===== config.mk =====
export PLATFORM = sky130hd
export DESIGN_NAME = serializer_piso_handshake
export DESIGN_NICKNAME = d
export VERILOG_FILES = /design/src/rtl/serializer_piso_handshake.sv
export SDC_FILE = /design/constraint.sdc
export NUM_CORES = 1
export LEC_CHECK = 0
export ABC_AREA = 1
export ABC_CLOCK_PERIOD_IN_PS = 1390
export BUFFER_PORTS_ARGS = -buffer_cell sky130_fd_sc_hd__buf_2
export CAP_MARGIN = 25
export CORE_MARGIN = 1
export CORE_UTILIZATION = 45
export DETAILED_ROUTE_END_ITERATION = 8
export HOLD_SLACK_MARGIN = 0.12
export PLACE_DENSITY = 0.77
export SLEW_MARGIN = 20
export SYNTH_ARGS = -nofsm -noshare
export SYNTH_HDL_FRONTEND = slang
export SYNTH_SLANG_ARGS = --single-unit
export TNS_END_PERCENT = 10

===== constraint.sdc =====
create_clock -name clk -period 1.39 [get_ports clk]
set_clock_uncertainty 0.05 [all_clocks]
set_input_delay 0.2085 -clock clk [delete_from_list [all_inputs] [get_ports clk]]
set_output_delay 0.2085 -clock clk [all_outputs]
set_load 0.01 [all_outputs]

===== src/rtl/serializer_piso_handshake.sv =====
// -----------------------------------------------------------------------------
// serializer_piso_handshake
// Parallel-in / serial-out stage feeding a left-shifting SIPO on the same clock.
// Words arrive on a valid/ready handshake. Each word is sent MSB first on a 1-bit
// stream. A one-entry holding register lets back-to-back frames stream with no
// idle bit between them.
//
// Ports
//   clk           rising-edge clock
//   clear         synchronous active-high reset; overrides every other input
//   load_valid    upstream offers load_data this cycle
//   load_data     WIDTH-bit word to serialize
//   load_ready    a word offered this cycle is taken
//   shift_en      advance enable; 0 freezes the active frame
//   serial_out    current serial bit (MSB first), 0 when no frame is active
//   serial_valid  serial_out carries a frame bit
//   frame_start   first bit of a frame is on serial_out
//   frame_last    last bit of a frame is on serial_out
//   busy          frame active or holding register full
// -----------------------------------------------------------------------------
module serializer_piso_handshake #(
    parameter int WIDTH = 4
) (
    input  logic             clk,
    input  logic             clear,
    input  logic             load_valid,
    input  logic [WIDTH-1:0] load_data,
    output logic             load_ready,
    input  logic             shift_en,
    output logic             serial_out,
    output logic             serial_valid,
    output logic             frame_start,
    output logic             frame_last,
    output logic             busy
);

    localparam int CW = (WIDTH > 1) ? $clog2(WIDTH) : 1;
    localparam logic [CW-1:0] CNT_LAST = CW'(WIDTH - 1);
    localparam logic [CW-1:0] CNT_ZERO = {CW{1'b0}};

    typedef enum logic [0:0] {
        IDLE  = 1'b0,
        SHIFT = 1'b1
    } state_t;

    state_t           state_r;
    logic [WIDTH-1:0] sreg_r;
    logic [CW-1:0]    cnt_r;
    logic [WIDTH-1:0] hold_data_r;
    logic             hold_full_r;

    logic             accept_s;

    // Handshake: IDLE always takes a word; SHIFT takes one only into an empty hold slot.
    always_comb begin
        load_ready = 1'b0;
        accept_s   = 1'b0;
        if (clear) begin
            load_ready = 1'b0;
        end else begin
            load_ready = (state_r == IDLE) || !hold_full_r;
        end
        accept_s = load_valid && load_ready;
    end

    // Frame sequencer: shift register, bit counter and holding register.
    always_ff @(posedge clk) begin
        if (clear) begin
            state_r     <= IDLE;
            sreg_r      <= {WIDTH{1'b0}};
            cnt_r       <= CNT_ZERO;
            hold_data_r <= {WIDTH{1'b0}};
            hold_full_r <= 1'b0;
        end else begin
            case (state_r)
                IDLE: begin
                    if (accept_s) begin
                        sreg_r  <= load_data;
                        cnt_r   <= CNT_ZERO;
                        state_r <= SHIFT;
                    end else begin
                        state_r <= IDLE;
                    end
                end
                SHIFT: begin
                    if (shift_en && (cnt_r == CNT_LAST)) begin
                        // Last bit leaves now: chain straight into the next word if one exists.
                        if (hold_full_r) begin
                            sreg_r      <= hold_data_r;
                            hold_full_r <= 1'b0;
                            cnt_r       <= CNT_ZERO;
                        end else if (accept_s) begin
                            sreg_r <= load_data;
                            cnt_r  <= CNT_ZERO;
                        end else begin
                            state_r <= IDLE;
                            sreg_r  <= {WIDTH{1'b0}};
                            cnt_r   <= CNT_ZERO;
                        end
                    end else begin
                        if (shift_en) begin
                            sreg_r <= {sreg_r[WIDTH-2:0], 1'b0};
                            cnt_r  <= cnt_r + CW'(1);
                        end else begin
                            cnt_r <= cnt_r;
                        end
                        // Any accept outside the last-bit slot parks the word, frozen or not.
                        if (accept_s) begin
                            hold_data_r <= load_data;
                            hold_full_r <= 1'b1;
                        end else begin
                            hold_full_r <= hold_full_r;
                        end
                    end
                end
                default: begin
                    state_r     <= IDLE;
                    sreg_r      <= {WIDTH{1'b0}};
                    cnt_r       <= CNT_ZERO;
                    hold_full_r <= 1'b0;
                end
            endcase
        end
    end

    // Stream outputs decoded from registers only, so they never glitch with inputs.
    always_comb begin
        serial_valid = (state_r == SHIFT);
        serial_out   = (state_r == SHIFT) ? sreg_r[WIDTH-1] : 1'b0;
        frame_start  = (state_r == SHIFT) && (cnt_r == CNT_ZERO);
        frame_last   = (state_r == SHIFT) && (cnt_r == CNT_LAST);
        busy         = (state_r == SHIFT) || hold_full_r;
    end

endmodule


After elaboration in Yosys (flattened, before gate mapping). Index checks and enable logic that the tools add are counted.

Mux-type cells: 18. Bitwise gates (word level): 2. Reduce and logical (&&, ||, !) cells: 12. $add $sub $neg: 1. Eq/ne operators: 3.

Operator list (number): $mux W4 (5); $pmux W4 S2 (1); $mux W1 (7); $mux W2 (3); $logic_and A1 B1 Y1 (4); $pmux W2 S2 (1); $reduce_and A2 Y1 (2); $ne A3 B2 Y1 const B (1); $reduce_and A3 Y1 (1); $add A2 B1 Y2 const B (1); $eq A2 B2 Y1 const B (1); $logic_not A2 Y1 (1); $logic_or A1 B1 Y1 (2); $ne A2 B2 Y1 const B (1); $not A1 Y1 (2); $pmux W1 S2 (1); $reduce_bool A2 Y1 (1); $logic_not A1 Y1 (1).

Output and inout port bits: 6. Flip-flop bits (word level): 12.

Depth between registers and ports, before layout.
Depth in word-level cells: 8. Depth in mapped cells: 7. Gate-level depth less buffers: 7.

Least setup slack after synthesis. Ideal clock, no wire load.

Path type: reg2reg. Start: reg cnt_r[0]. End: reg hold_data_r[0]. Arrival time: 1.088 ns. Stages on the path, launching flop included: 7. Period minus slack after synthesis: 1.204 ns. Setup time: 0.066 ns. Slack: 0.186 ns. Data required time: 1.274 ns. Cell sequence: dfxtp_1 ha_1 nand2_2 nand2_8 nor2_8 o21ai_2 a21oi_2.

Word-level cells in the longest chain between the ends: 4.

RTL lines: start, declared (RTL line 48) `logic [CW-1:0] cnt_r;`; start signal, assigned (RTL line 103) `cnt_r <= cnt_r + CW'(1);`; start signal, assigned (RTL line 105) `cnt_r <= cnt_r;`; $eq A2 B2 Y1 (RTL line 86) `if (shift_en && (cnt_r == CNT_LAST)) begin`; $logic_and A1 B1 Y1 (RTL line 86); $not A1 Y1 (no source line); $reduce_and A3 Y1 (no source line); end signal, assigned (RTL line 72) `hold_data_r <= {WIDTH{1'b0}};`; end signal, assigned (RTL line 109) `hold_data_r <= load_data;`; end, declared (RTL line 49) `logic [WIDTH-1:0] hold_data_r;`.

No other way between the ends. A chain may end at the register's enable or synchronous reset.

Final worst setup path.
Start: in clear. End: out load_ready.

Word-level cells in the longest chain between the ends: 1.

RTL lines: start, declared (RTL line 25) `input logic clear,`; $mux W1 (RTL line 58) `if (clear) begin`; end, declared (RTL line 28) `output logic load_ready,`.

No other way between the ends.

==> flow_summary_export.csv <==
group,metric,value,unit
status,status,"finished with violations",
status,failed_checks,"DRC",
place,dp_hpwl,1.136,mm
final_layout,diodes,0,
setup_path,worstPathArrival,1110,ps
drt,wirelength,1.492,mm
power,vdd_ir_drop_max,464.4,µV
timing,finalSetupViolCount,0,
timing,rsz0062_at_grt,"true",
final_layout,n_fill_cell,147,
die,initial_core_util,0.5008,
grt,grt_max_degree,11,
die,die_h,43.66,µm
setup_path,crit_path_frequent_cell,"buf_2",
final_layout,final_common_cell,"nand2_1",
power,leakage,0.4638,nW
timing,whs,130.7,ps
drt,drt-initial-drc-count,13,
setup_path,crit_required,1130,ps
final_layout,area_growth,18.27,%
synth,yosysWarnings,0,
final_layout,stdcell_area,923.4,µm²
timing,hold_viol,0,
synth,synthCells,105,
cts,cts_setup_buffers,0,
die,num_rows,14,
final_layout,post-route-util,0.5923,
setup_path,slowest_stage,"dlygate4sd3_1",
cts,root_buffer,"clkbuf_4",
setup_path,crit_path_end_kind,"output port",
setup_path,cp-start-kind,"input pin",
power,total_power,0.0008441,W
setup_path,crit_type,"in2out",
cts,cts_tree,"done",
cts,h-tree-depth,1,
cts,cts_max_path_buffers,2,
timing,slew-limit-headroom,0.8576,
synth,syn_nets,115,
timing,fmax,731.6,MHz
die,core_region_area,0.001559,mm²
final_layout,final_cell_mix,"nand2_1, inv_1, nand3_1, buf_2",
setup_path,slowest_delay,540,ps
job,maxCapViolations,0,
timing,worst_slew_pin_slew,211.4,ps
drt,drc_errors,1,
timing,drv_slew,0,
synth,syn_area,780.7,µm²
final_layout,layout.nets,134,
cts,clock-sinks,12,
die,die_w,43.66,µm
drt,via_count,712,
cts,clock_latency,280,ps
place,gp_congestion,0.8197,
timing,min_period,1367,ps
cts,clkTransAtPathRegs,80,ps
grt,grt_pass1_wl,2.553,mm
synth,synth_seq_cells,12,
die,io_pins,14,
drt,wl_per_cell,10.73,µm
drt,ant_nets,0,
min_path,worstHoldPathType,"in2reg",
grt,track_usage,0.1823,
drt,dr.pass1.iters,6,
power,cellPowerDensity,914.2,mW/mm²
drt,viasPerCell,5.122,
final_layout,final_layout_size_suffix_gt1_frac,0.3496,
grt,antenna_found_initial,0,
synth,synth_cell_types,23,
setup_path,crit_chain,"dlygate4sd3_1 > buf_2 > nor2_1 > buf_2",
die,die_area,0.001906,mm²
setup_path,crit_fanout,4,
place,io_buffers,13,
synth,avgSynthCellArea,7.436,µm²
timing,setup_tns,0,ps
cts,numCtsBuffers,3,
setup_path,crit_buf_inv,3,
setup_path,cp_top_family,"buffers and inverters",
grt,grt_pass1_vias,637,
timing,period_share,0.9834,
place,placed_cell_area,864.6,µm²
synth,ys_seq_area_frac,0.3077,
grt,overflow,0,
## sequential cells by signal, indices dropped and copies added (netlist names)
name          flops
hold_data_r       4
sreg_r            4
cnt_r             2
hold_full_r       1
serial_valid      1
## synth_stat cells
library cell	count	area, µm²
nand2_1	20	75.07
inv_1	16	60.06
nand3_1	13	65.06
dfxtp_1	12	240.2
a21oi_1	9	45.04
nor2_1	5	18.77
a21oi_2	4	35.03
nand2_2	4	25.02
o21ai_2	4	35.03
o21ai_0	3	15.01
ha_1	2	25.02
inv_2	2	7.510
buf_2	1	5.000
buf_6	1	11.26
nand2_4	1	11.26
nand2_8	1	20.02
nand3_4	1	17.52
nand4_4	1	21.27
nor2_2	1	6.260
nor2_8	1	20.02
o2111ai_1	1	8.760
o21a_1	1	7.510
o21ai_1	1	5.000
## worst register-to-register path: stages, from the launching register on
cell and delay (ps):
dfxtp_2 340, ha_1 220, nand2_2 160, nand2_8 90, nor2_8 200, o21ai_2 80, a21oi_2 90
## path summary, 6_finish.rpt
kind	from	endpoint	slack, ps	cells after the start
min	load_data[0]	hold_data_r[0]	130	3
max	clear	load_ready	20	4
min reg2reg	cnt_r[1]	cnt_r[1]	460	2
max reg2reg	cnt_r[0]	hold_data_r[3]	110	6
## metal layers
| metal | track usage | vias to the layer above | part of all wire |
|---|---|---|---|
| met3 | 0.06667 | 4 | 0.050 |
| met5 | 0 | - | 0 |
| met2 | 0.2925 | 14 | 0.46 |
| met4 | 0.07500 | 0 | 0.011 |
| li1 | - | 379 | - |
| met1 | 0.2188 | 315 | 0.48 |
## layout make-up
class	instances	area, µm²	area share
Clock buffer	4	36.28	0.03930
Inverter	18	67.56	0.07317
Multi-Input combinational cell	73	459.2	0.4973
Sequential cell	12	246.5	0.2669
Tap cell	16	20.02	0.02168
Timing Repair Buffer	16	93.84	0.1016
## through the flow
| stage | std cells | setup WS (ps) |
|---|---|---|
| 5_1_grt | 139 | -8.163 |
| 6_report | 139 | 23.13 |
| 3_3_place_gp | 134 | 143.6 |
| 3_5_place_dp | 134 | 96.37 |
| 2_1_floorplan | 105 | 185.5 |
| 4_1_cts | 139 | 2.106 |
## report_power, final
part | switching (W) | internal [W] | total (W)
Combinational | 0.000104 | 0.0000722 | 0.000176
Sequential | 0.0000176 | 0.000366 | 0.000384
Clock | 0.000125 | 0.000159 | 0.000284
Total | 0.000246 | 0.000598 | 0.000844
## what timing repair did
action / in CTS / in global routing
hold endpoints to repair: 2 / 0
resized for setup: 2 / 4
hold buffers: 1 / 0
pin swaps: 0 / 1
endpoints found under the setup margin: 4 / 8
## cell families (layout without fill, tap and decap cells)
kind of cell	count (synthesis)	after routing	share of synthesized area
AND/OR/NAND/NOR	48	48	0.3590
AO/OA/AOI/OAI	23	23	0.1939
buffers and inverters	20	38	0.1074
flip-flops	12	12	0.3077
adder cells (fa/ha/maj)	2	2	0.03205
No activity file was read; power rests on OpenSTA's default activity.
